**src/rtl/wb_arbiter2.sv**
```systemverilog
// Two-master, one-slave pipelined Wishbone arbiter with round-robin grant,
// grant locked for the whole CYC, and an outstanding-request limit.
module wb_arbiter2 #(
    parameter int AW      = 16,
    parameter int DW      = 16,
    parameter int MAX_OUT = 4
) (
    input  logic          clk,
    input  logic          rst_n,

    input  logic          m0_cyc,
    input  logic          m0_stb,
    input  logic          m0_we,
    input  logic [AW-1:0] m0_adr,
    input  logic [DW-1:0] m0_dat_i,
    output logic [DW-1:0] m0_dat_o,
    output logic          m0_ack,
    output logic          m0_stall,

    input  logic          m1_cyc,
    input  logic          m1_stb,
    input  logic          m1_we,
    input  logic [AW-1:0] m1_adr,
    input  logic [DW-1:0] m1_dat_i,
    output logic [DW-1:0] m1_dat_o,
    output logic          m1_ack,
    output logic          m1_stall,

    output logic          s_cyc,
    output logic          s_stb,
    output logic          s_we,
    output logic [AW-1:0] s_adr,
    output logic [DW-1:0] s_dat_o,
    input  logic [DW-1:0] s_dat_i,
    input  logic          s_ack,
    input  logic          s_stall
);

    localparam int CW = $clog2(MAX_OUT + 1);

    typedef enum logic [1:0] {IDLE, OWN0, OWN1} state_t;

    state_t        state, state_nx;
    logic          last, last_nx;
    logic [CW-1:0] cnt, cnt_nx;

    logic          full;
    logic          owner;
    logic          own_cyc, own_stb, own_we;
    logic [AW-1:0] own_adr;
    logic [DW-1:0] own_dat;
    logic          accept;
    logic          own_ack, own_stall;

    assign full = (cnt == CW'(MAX_OUT));

    always_comb begin
        s_cyc     = 1'b0;
        s_stb     = 1'b0;
        s_we      = 1'b0;
        s_adr     = '0;
        s_dat_o   = '0;
        m0_dat_o  = '0;
        m1_dat_o  = '0;
        m0_ack    = 1'b0;
        m1_ack    = 1'b0;
        m0_stall  = 1'b1;
        m1_stall  = 1'b1;
        state_nx  = state;
        last_nx   = last;
        cnt_nx    = cnt;
        accept    = 1'b0;
        own_ack   = 1'b0;
        own_stall = 1'b1;
        owner     = (state == OWN1);
        own_cyc   = owner ? m1_cyc   : m0_cyc;
        own_stb   = owner ? m1_stb   : m0_stb;
        own_we    = owner ? m1_we    : m0_we;
        own_adr   = owner ? m1_adr   : m0_adr;
        own_dat   = owner ? m1_dat_i : m0_dat_i;

        if (state == IDLE) begin
            cnt_nx = '0;
            if (m0_cyc && m1_cyc)
                state_nx = last ? OWN0 : OWN1;
            else if (m0_cyc)
                state_nx = OWN0;
            else if (m1_cyc)
                state_nx = OWN1;
        end else begin
            s_cyc     = own_cyc;
            s_stb     = own_stb & ~full;
            s_we      = own_we;
            s_adr     = own_adr;
            s_dat_o   = own_dat;
            accept    = s_stb & ~s_stall;
            own_stall = s_stall | full;
            // Gated by the owner's cyc so acks for an abandoned cycle never reach it.
            own_ack   = s_ack & own_cyc;
            if (owner) begin
                m1_ack   = own_ack;
                m1_stall = own_stall;
                m1_dat_o = s_dat_i;
            end else begin
                m0_ack   = own_ack;
                m0_stall = own_stall;
                m0_dat_o = s_dat_i;
            end

            if (!own_cyc) begin
                state_nx = IDLE;
                last_nx  = owner;
                cnt_nx   = '0;
            end else begin
                unique case ({accept, s_ack})
                    2'b10:   cnt_nx = cnt + CW'(1);
                    2'b01:   cnt_nx = (cnt == '0) ? '0 : cnt - CW'(1);
                    default: cnt_nx = cnt;
                endcase
            end
        end
    end

    always_ff @(posedge clk) begin
        if (!rst_n) begin
            state <= IDLE;
            last  <= 1'b1;
            cnt   <= '0;
        end else begin
            state <= state_nx;
            last  <= last_nx;
            cnt   <= cnt_nx;
        end
    end

endmodule
```
**config.mk**
```make
export PLATFORM = sky130hd
export DESIGN_NAME = wb_arbiter2
export DESIGN_NICKNAME = d
export VERILOG_FILES = /design/src/rtl/wb_arbiter2.sv
export SDC_FILE = /design/constraint.sdc
export NUM_CORES = 1
export LEC_CHECK = 0
export CAP_MARGIN = 20
export CORE_MARGIN = 8
export CORE_UTILIZATION = 23
export DETAILED_ROUTE_END_ITERATION = 8
export PLACE_DENSITY = 0.85
export SLEW_MARGIN = 20
export SYNTH_ARGS = -nofsm -noshare
export SYNTH_HDL_FRONTEND = slang
export SYNTH_SLANG_ARGS = --single-unit
```
**constraint.sdc**
```tcl
create_clock -name clk -period 2.2 [get_ports clk]
set_clock_uncertainty 0.15 [all_clocks]
set_input_delay 0.44 -clock clk [delete_from_list [all_inputs] [get_ports clk]]
set_output_delay 0.44 -clock clk [all_outputs]
set_load 0.05 [all_outputs]
```
# --- Word-level counts from Yosys, hierarchy flattened ---
# Cells that the tools add are included.
totals:
  register_bits: 6
classes:
  addsub: 2
  n_eq_ne: 6
  n_mux: 30
  bitwise: 9
  n_reduce_logical: 7
ops:
  columns: ["cell", "n"]
  rows:
  - ["16-bit two-way mux", 8]
  - ["1-bit two-way mux", 14]
  - ["2-bit two-way mux", 6]
  - ["3-bit case mux with 2 select lines", 1]
  - ["1-bit inverter", 5]
  - ["2-bit equality test (second input constant)", 2]
  - ["4-bit by 3-bit != test with 1-bit output (second input constant)", 1]
  - ["2-bit AND reduction", 2]
  - ["3-bit by 1-bit adder with 3-bit output (second input constant)", 1]
  - ["1-bit AND", 3]
  - ["3-bit equality test (second input constant)", 1]
  - ["3-bit zero test", 1]
  - ["3-bit two-way mux", 1]
  - ["3-bit OR reduction", 1]
  - ["3-bit by 1-bit subtractor with 3-bit output (second input constant)", 1]
  - ["2-bit by 1-bit equality test with 1-bit output (second input constant)", 1]
  - ["2-bit zero test", 1]
  - ["2-bit by 1-bit != test with 1-bit output (second input constant)", 1]
  - ["2-bit nonzero test", 1]
  - ["1-bit logical AND", 1]
  - ["1-bit bitwise OR", 1]

# --- Longest topological paths before layout ---
# Gate-level depths: netlist of the first run.
logic_depth:
  ltp_word: 6
  mapped_depth: 9
  depth_no_buf: 9

# --- Least setup slack after synthesis of the first run ---
# OpenSTA, ideal clock, no wires.
synth_timing:
  path_kind: "register -> output"
  startpoint: "register cnt[0]"
  endpoint: "output s_stb"
  arrival_time_ns: 1.493
  t_required_ns: 1.610
  slack_ns: 0.117
  stages_incl_launch_ff: 5
  n_path_buf: 0
  path_cell_list: "dfxtp_1 inv_1 ha_1 ha_1 nor2_1"
synth_via:
  elab_chain_len: 4
synth_lines:
  columns: ["element", "line", "text"]
  rows:
  - ["start: declaration", "45", "logic [CW-1:0] cnt, cnt_nx;"]
  - ["start signal: assignment", "132", "cnt <= cnt_nx;"]
  - ["3-bit equality test", "55", "assign full = (cnt == CW'(MAX_OUT));"]
  - ["1-bit inverter", "92", "s_stb = own_stb & ~full;"]
  - ["1-bit AND", "92", null]
  - ["1-bit two-way mux", "82", "if (state == IDLE) begin"]
  - ["end: declaration", "30", "output logic s_stb,"]
# Every way passes these cells.

# --- Worst setup path after layout of the first run ---
layout_timing:
  startpoint: "register state[1]"
  endpoint: "output s_adr[11]"
layout_via:
  elab_chain_len: 3
  word_cells_on_any_way: 4
  cone_classes: "eq/ne (1); mux (2); reduce/logical (1)"
layout_lines:
  columns: ["element", "line", "text"]
  rows:
  - ["start: declaration", "43", "state_t state, state_nx;"]
  - ["start signal: assignment", "130", "state <= state_nx;"]
  - ["2-bit equality test", "75", "owner = (state == OWN1);"]
  - ["16-bit two-way mux", "79", "own_adr = owner ? m1_adr : m0_adr;"]
  - ["16-bit two-way mux (*)", "82", null]
  - ["end: declaration", "32", "output logic [AW-1:0] s_adr,"]
# Mark *: on every way between the ends. The rest lies on a longest branch, timed or not.

==> flow_metrics.py, run 1 <==
metrics = {
    "status": {
        "outcome": "finished clean",
    },
    "die": {
        "num_rows": 24,
        "start_util": 0.236,
        "core_area_um2": 4320,
        "dieHeight_um": 82.5,
        "die_area_um2": 6810,
        "die_w_um": 82.5,
        "ios": 161,
    },
    "drt": {
        "vias": 1645,
        "wl_per_cell_um": 19.8,
        "ant_nets": 0,
        "routed_via_density": 4.82,
        "drc_errors": 0,
        "drt_pass1_iterations": 4,
        "drt_iter0_markers": 62,
        "wl_mm": 6.75,
    },
    "synth": {
        "synth_top_area_cell": "a22o_1",
        "ys_types": 28,
        "netlist_area_um2": 1020,
        "syn_inst": 131,
        "ys_ff_latch": 6,
        "postSynthAreaPerCell_um2": 7.77,
        "syn_nets": 227,
        "synth_area_leaders": "a22o_1 (28%), and2_1 (20%), dfxtp_1 (12%), ha_1 (7.4%), buf_6 (5.5%)",
        "yosysSeqAreaShare": 0.118,
        "yosys_warnings": 0,
        "yosys.area.top_type_share": 0.284,
    },
    "placement": {
        "io_buffers": 160,
        "gp_congestion": 0.838,
        "dp_hpwl_mm": 5.84,
        "place_ws_ns": -0.0264,
    },
    "timing": {
        "maxSlewViolCount": 0,
        "max_slew_margin": 0.765,
        "worst_slew_pin_slew_ns": 0.351,
        "fin_crit_sh": 0.977,
        "setup_slack_ns": 0.0515,
        "finalSetupViolCount": 0,
        "rsz0062_at_grt": "true",
        "fmax_mhz": 465,
        "final_hold_viol_count": 0,
        "hold_slack_ns": 0.346,
        "min_period_ns": 2.15,
    },
    "critical_path": {
        "arrival_ns": 1.56,
        "crit_path_start_kind": "flop",
        "worstPathRequired_ns": 1.61,
        "endpoint_kind": "output pin",
        "cp_max_fo": 29,
        "crit_type": "flop to output pin",
        "rr_worst_depth": 10,
    },
    "final_layout": {
        "multi_input_area_um2": 808,
        "drive_above_1_share": 0.304,
        "fin_nets": 387,
        "fill_cells": 284,
        "register_area_um2": 123,
        "syn_to_final_growth_pct": 233,
        "antennaDiodeCount": 0,
    },
    "power_and_ir_drop": {
        "leakagePower_nw": 1.42,
        "power_frac_seq": 0.100,
        "clkPwrFrac": 0.138,
        "p_comb_frac": 0.762,
        "p_per_area_nw_per_um2": 353,
        "fin_total_pwr_mw": 1.20,
        "intPower_mw": 0.707,
        "switchingPower_mw": 0.490,
        "p_sw_frac": 0.409,
        "ir_drop_uv": 331,
    },
    "clock_network": {
        "cts-root-buf": "clkbuf_8",
        "numCtsBuffers": 3,
        "cts_buffer_depth": 2,
        "cts_tree": "yes",
        "cts.sinks": 6,
        "cts_max_level": 1,
        "post_cts_buffers": 0,
        "clkLatencyLatePin_ns": 0.22,
        "clk_pin_slew_ns": 0.04,
    },
    "job": {
        "drv_cap": 0,
    },
    "grt": {
        "grt_overflow": 0,
        "grt_start_max_net_pins": 36,
        "grt_pass1_vias": 1644,
        "grt_pass1_wl_mm": 9.11,
        "gr-usage-all-layers": 0.174,
        "antenna_found_initial": 0,
    },
    "worst_hold_path": {
        "hold-path-cell-count": 2,
        "hold_path.class": "flop to flop",
    },
}
[critical path, cell delays in order, from the launching register on]
cell and delay [ns]:
dfxtp_1 0.39, nor2b_4 0.22, buf_4 0.32, a22o_1 0.25
buf_12 0.15
[flip-flops by register name, indices dropped and copies added (netlist names)]
| signal | count |
|---|---|
| cnt | 3 |
| state | 2 |
| last | 1 |
[routing by layer]
layer  track usage  wire length (um)  vias up
met5             0                 0        -
met4        0.0431               133        0
li1              -                 -      793
met3        0.0422               661        8
met1         0.172              2230      755
met2         0.348              3730       89
[synth_stat cells]
cell type	count
nor2_1	6
o221a_1	1
dfxtp_1	6
a211oi_1	1
a31oi_1	1
and3_1	2
mux2_4	1
and2_1	33
mux2i_1	1
buf_6	5
or2_1	1
o21ai_1	2
nor4b_1	1
o21ai_0	1
a22oi_1	1
a211o_1	1
buf_2	5
ha_1	6
clkbuf_1	1
a21oi_1	6
nor2b_1	1
o211a_1	1
buf_4	1
a21boi_0	1
nand2_1	4
a22o_1	33
and3b_1	1
inv_1	7
[repair_timing]
item,4_1_cts,5_1_grt
endpoints found under the setup margin,0,23
hold buffers,0,0
resized for setup,0,4
[final timing paths]
kind / from / end / slack, ns
setup / recovery: state[1] / s_adr[11] / 0.05
hold / removal: cnt[1] / cnt[1] / 0.35
setup reg to reg: cnt[0] / cnt[2] / 0.15
hold reg to reg: cnt[1] / cnt[1] / 0.35
[placed cells by master (no fill, tap or decap)]
master / synthesis / final
a21boi_0: 1 / 1
nand2_1: 4 / 4
clkbuf_8: 0 / 3
nor2_1: 6 / 5
buf_12: 0 / 68
o21ai_1: 2 / 2
clkdlybuf4s50_1: 0 / 89
nor2b_4: 0 / 1
buf_4: 1 / 10
mux2_4: 1 / 1
inv_1: 7 / 7
and3b_1: 1 / 1
and3_1: 2 / 2
a21oi_1: 6 / 6
a31oi_1: 1 / 1
mux2i_1: 1 / 1
nor2_2: 0 / 1
and2_1: 33 / 33
nor4b_2: 0 / 1
dfxtp_1: 6 / 4
dfxtp_2: 0 / 2
a211o_1: 1 / 1
ha_1: 6 / 5
a22oi_1: 1 / 1
o221a_1: 1 / 1
ha_4: 0 / 1
a211oi_1: 1 / 1
a22o_1: 33 / 33
or2_1: 1 / 1
o211a_1: 1 / 1
o21ai_0: 1 / 1
[power by group through the flow]
stage	clock [mW]	combinational [mW]	sequential, mW
CTS	0.166	0.912	0.120
finish	0.166	0.912	0.120
global placement	0	0.897	0.121
global route	0.176	0.943	0.121
detailed placement	0	0.910	0.122
floorplan	0	0.393	0.119
[through the flow]
| stage | cells | util | instance area [um2] | TNS [ns] |
|---|---|---|---|---|
| after floorplan | 131 | - | 1020 | 0 |
| final | 341 | 0.784 | 3390 | 0 |
| after CTS | 341 | 0.779 | 3370 | 0 |
| after global placement | 338 | 0.769 | 3330 | 0 |
| after global routing | 341 | 0.784 | 3390 | -0.231 |
| after detailed placement | 338 | 0.769 | 3330 | -0.0333 |
[area by class of cell]
class / instances / share of cell area
Clock buffer: 3 / 0.0122
Inverter: 7 / 0.00775
Multi-Input combinational cell: 106 / 0.238
Sequential cell: 6 / 0.0362
Tap cell: 52 / 0.0192
Timing Repair Buffer: 167 / 0.686
[kinds of logic (layout without fill, tap and decap cells)]
kind of cell	count (synthesis)	after routing	share of synthesized area
buf+inv	19	177	0.117
simple gates	49	49	0.281
compound gates	49	49	0.386
fa+ha+maj	6	6	0.0737
flops	6	6	0.118
mux	2	2	0.0246
(Power assumes the default switching activity.)
==> run 2: changes to the inputs <==
- CTS_CLUSTER_SIZE: default -> 20
- clock period: 2.2 -> 2.29 ns (I/O delays scaled with it)
==> run 2 against run 1 <==
Against the previous run:
- via count grew 1.0%
- first-iteration DRC count shrank 68%
- critical path depth grew 1
- register-to-register slack gained 0.03 ns
- largest cell class unchanged
==> flow_metrics.py, run 2 (synthesis results as in run 1) <==
metrics = {
    "timing": {
        "max_slew_margin": 0.814,
        "finalSetupViolCount": 0,
        "fin_crit_sh": 0.951,
        "maxSlewViolCount": 0,
        "rsz0062_at_grt": "false",
        "min_period_ns": 2.18,
        "final_hold_viol_count": 0,
        "fmax_mhz": 459,
        "worst_slew_pin_slew_ns": 0.279,
        "setup_tns_ns": 0,
    },
    "power_and_ir_drop": {
        "leakagePower_nw": 1.42,
        "ir_drop_uv": 375,
        "p_per_area_nw_per_um2": 341,
    },
    "final_layout": {
        "register_area_um2": 123,
        "multi_input_area_um2": 796,
        "fin_nets": 386,
        "antennaDiodeCount": 0,
        "top_regs": "cnt (3), state (2), last (1)",
        "drive_above_1_share": 0.299,
        "fill_cells": 276,
        "regMostFlops": "cnt",
        "syn_to_final_growth_pct": 231,
        "final_common_cell": "clkdlybuf4s50_1",
        "largest_reg_flops": 3,
        "fin_cells": 340,
        "layout_common_cells": "clkdlybuf4s50_1 (89), buf_12 (68), a22o_1 (33), and2_1 (33), buf_4 (9)",
    },
    "critical_path": {
        "crit_family": "buffers and inverters",
        "ff2ff_setup_slack_ns": 0.18,
        "slowest_stage": "dfxtp_1",
        "rr_startpoint": "cnt[0]",
        "slowest_delay_ns": 0.40,
        "crit_buf_inv": 2,
        "r2r-end": "cnt[1]",
        "arrival_ns": 1.57,
        "endpoint_kind": "output pin",
        "crit_path_start_kind": "flop",
        "worstPathRequired_ns": 1.68,
        "path_cells": "nor2b_4, buf_4, a22oi_1, nor2_1, buf_12",
        "cp_max_fo": 24,
        "crit_type": "flop to output pin",
        "rr_worst_depth": 9,
    },
    "drt": {
        "wl_per_cell_um": 20.4,
        "routed_via_density": 4.89,
        "drt_iter0_markers": 20,
        "wl_mm": 6.93,
        "vias": 1662,
        "drc_errors": 0,
        "ant_nets": 0,
        "drt_pass1_iterations": 4,
    },
    "die": {
        "die_w_um": 82.5,
        "num_rows": 24,
        "die_area_um2": 6810,
        "ios": 161,
        "core_area_um2": 4320,
        "dieHeight_um": 82.5,
        "start_util": 0.236,
    },
    "worst_hold_path": {
        "hold-path-cell-count": 2,
        "hold_path.class": "flop to flop",
        "min_to": "cnt[1]",
        "hold_start": "cnt[1]",
    },
    "clock_network": {
        "cts_max_level": 1,
        "cts_buffer_depth": 2,
        "numCtsBuffers": 3,
        "cts.sinks": 6,
        "clk_pin_slew_ns": 0.03,
        "cts_tree": "yes",
        "clkLatencyLatePin_ns": 0.22,
        "cts-root-buf": "clkbuf_8",
    },
    "placement": {
        "io_buffers": 160,
        "dp_cells": 337,
        "gp_congestion": 0.868,
        "dp_hpwl_mm": 6.04,
    },
    "grt": {
        "grt_pass1_wl_mm": 9.36,
        "grt_start_max_net_pins": 29,
        "antenna_found_initial": 0,
        "grt_overflow": 0,
        "gr-usage-all-layers": 0.179,
        "grt_pass1_vias": 1725,
    },
    "job": {
        "drv_cap": 0,
    },
    "status": {
        "outcome": "finished clean",
    },
}
run 2: changes by cell type in the layout (fill, tap and decap cells not counted), sizes merged:
cell | before | now
buf | 78 | 77
run 2: layer usage:
metal	up-vias	part of all wire	global-route usage
met5	-	0	0
met2	80	0.57	0.377
li1	788	-	-
met1	784	0.32	0.157
met3	10	0.091	0.0498
met4	0	0.016	0.0466
run 2: layout make-up:
type,instances,area share
sequential,6,0.0364
clock buffer,3,0.0122
inverter,7,0.00780
timing repair buffer,166,0.688
tap,52,0.0193
multi-input combinational,106,0.236
run 2: through the flow:
stage / cell area (um2) / worst slack [ns] / hold slack [ns] / util / power, mW
finish: 3370 / 0.111 / 0.332 / 0.780 / 1.15
CTS: 3360 / 0.0471 / 0.335 / 0.777 / 1.16
global placement: 3320 / 0.124 / 0.318 / 0.768 / 0.977
global route: 3370 / 0.0242 / 0.373 / 0.780 / 1.19
floorplan: 1020 / 0.189 / 0.308 / - / 0.491
detailed placement: 3320 / 0.0239 / 0.330 / 0.768 / 0.994
run 2: report_power, final:
| group | internal [mW] | switching [mW] |
|---|---|---|
| logic | 0.454 | 0.423 |
| clock network | 0.113 | 0.0457 |
| registers | 0.110 | 0.00458 |
| total | 0.677 | 0.474 |
run 2: worst min-delay path, cell delays in order (launching register included):
cell and delay, ns:
dfxtp_1 0.31, nand2_1 0.07, a21oi_1 0.05
run 2: worst max path at each step:
stage	from	cells past startpoint	end	slack, ns
6_report	state[1]	5	s_stb	0.11
5_1_grt	cnt[0]	9	cnt[1]	0.02
4_1_cts	cnt[0]	9	cnt[2]	0.05
3_5_place_dp	m0_stb	7	cnt[2]	0.02
3_3_place_gp	m0_stb	7	cnt[1]	0.12
2_1_floorplan	cnt[0]	4	s_stb	0.19
run 2: what timing repair did:
action | in CTS | in global routing
endpoints found under the setup margin | 0 | 5
resized for setup | 0 | 3
hold endpoints to repair | 0 | 0
hold buffers | 0 | 0
setup buffers | 0 | 0
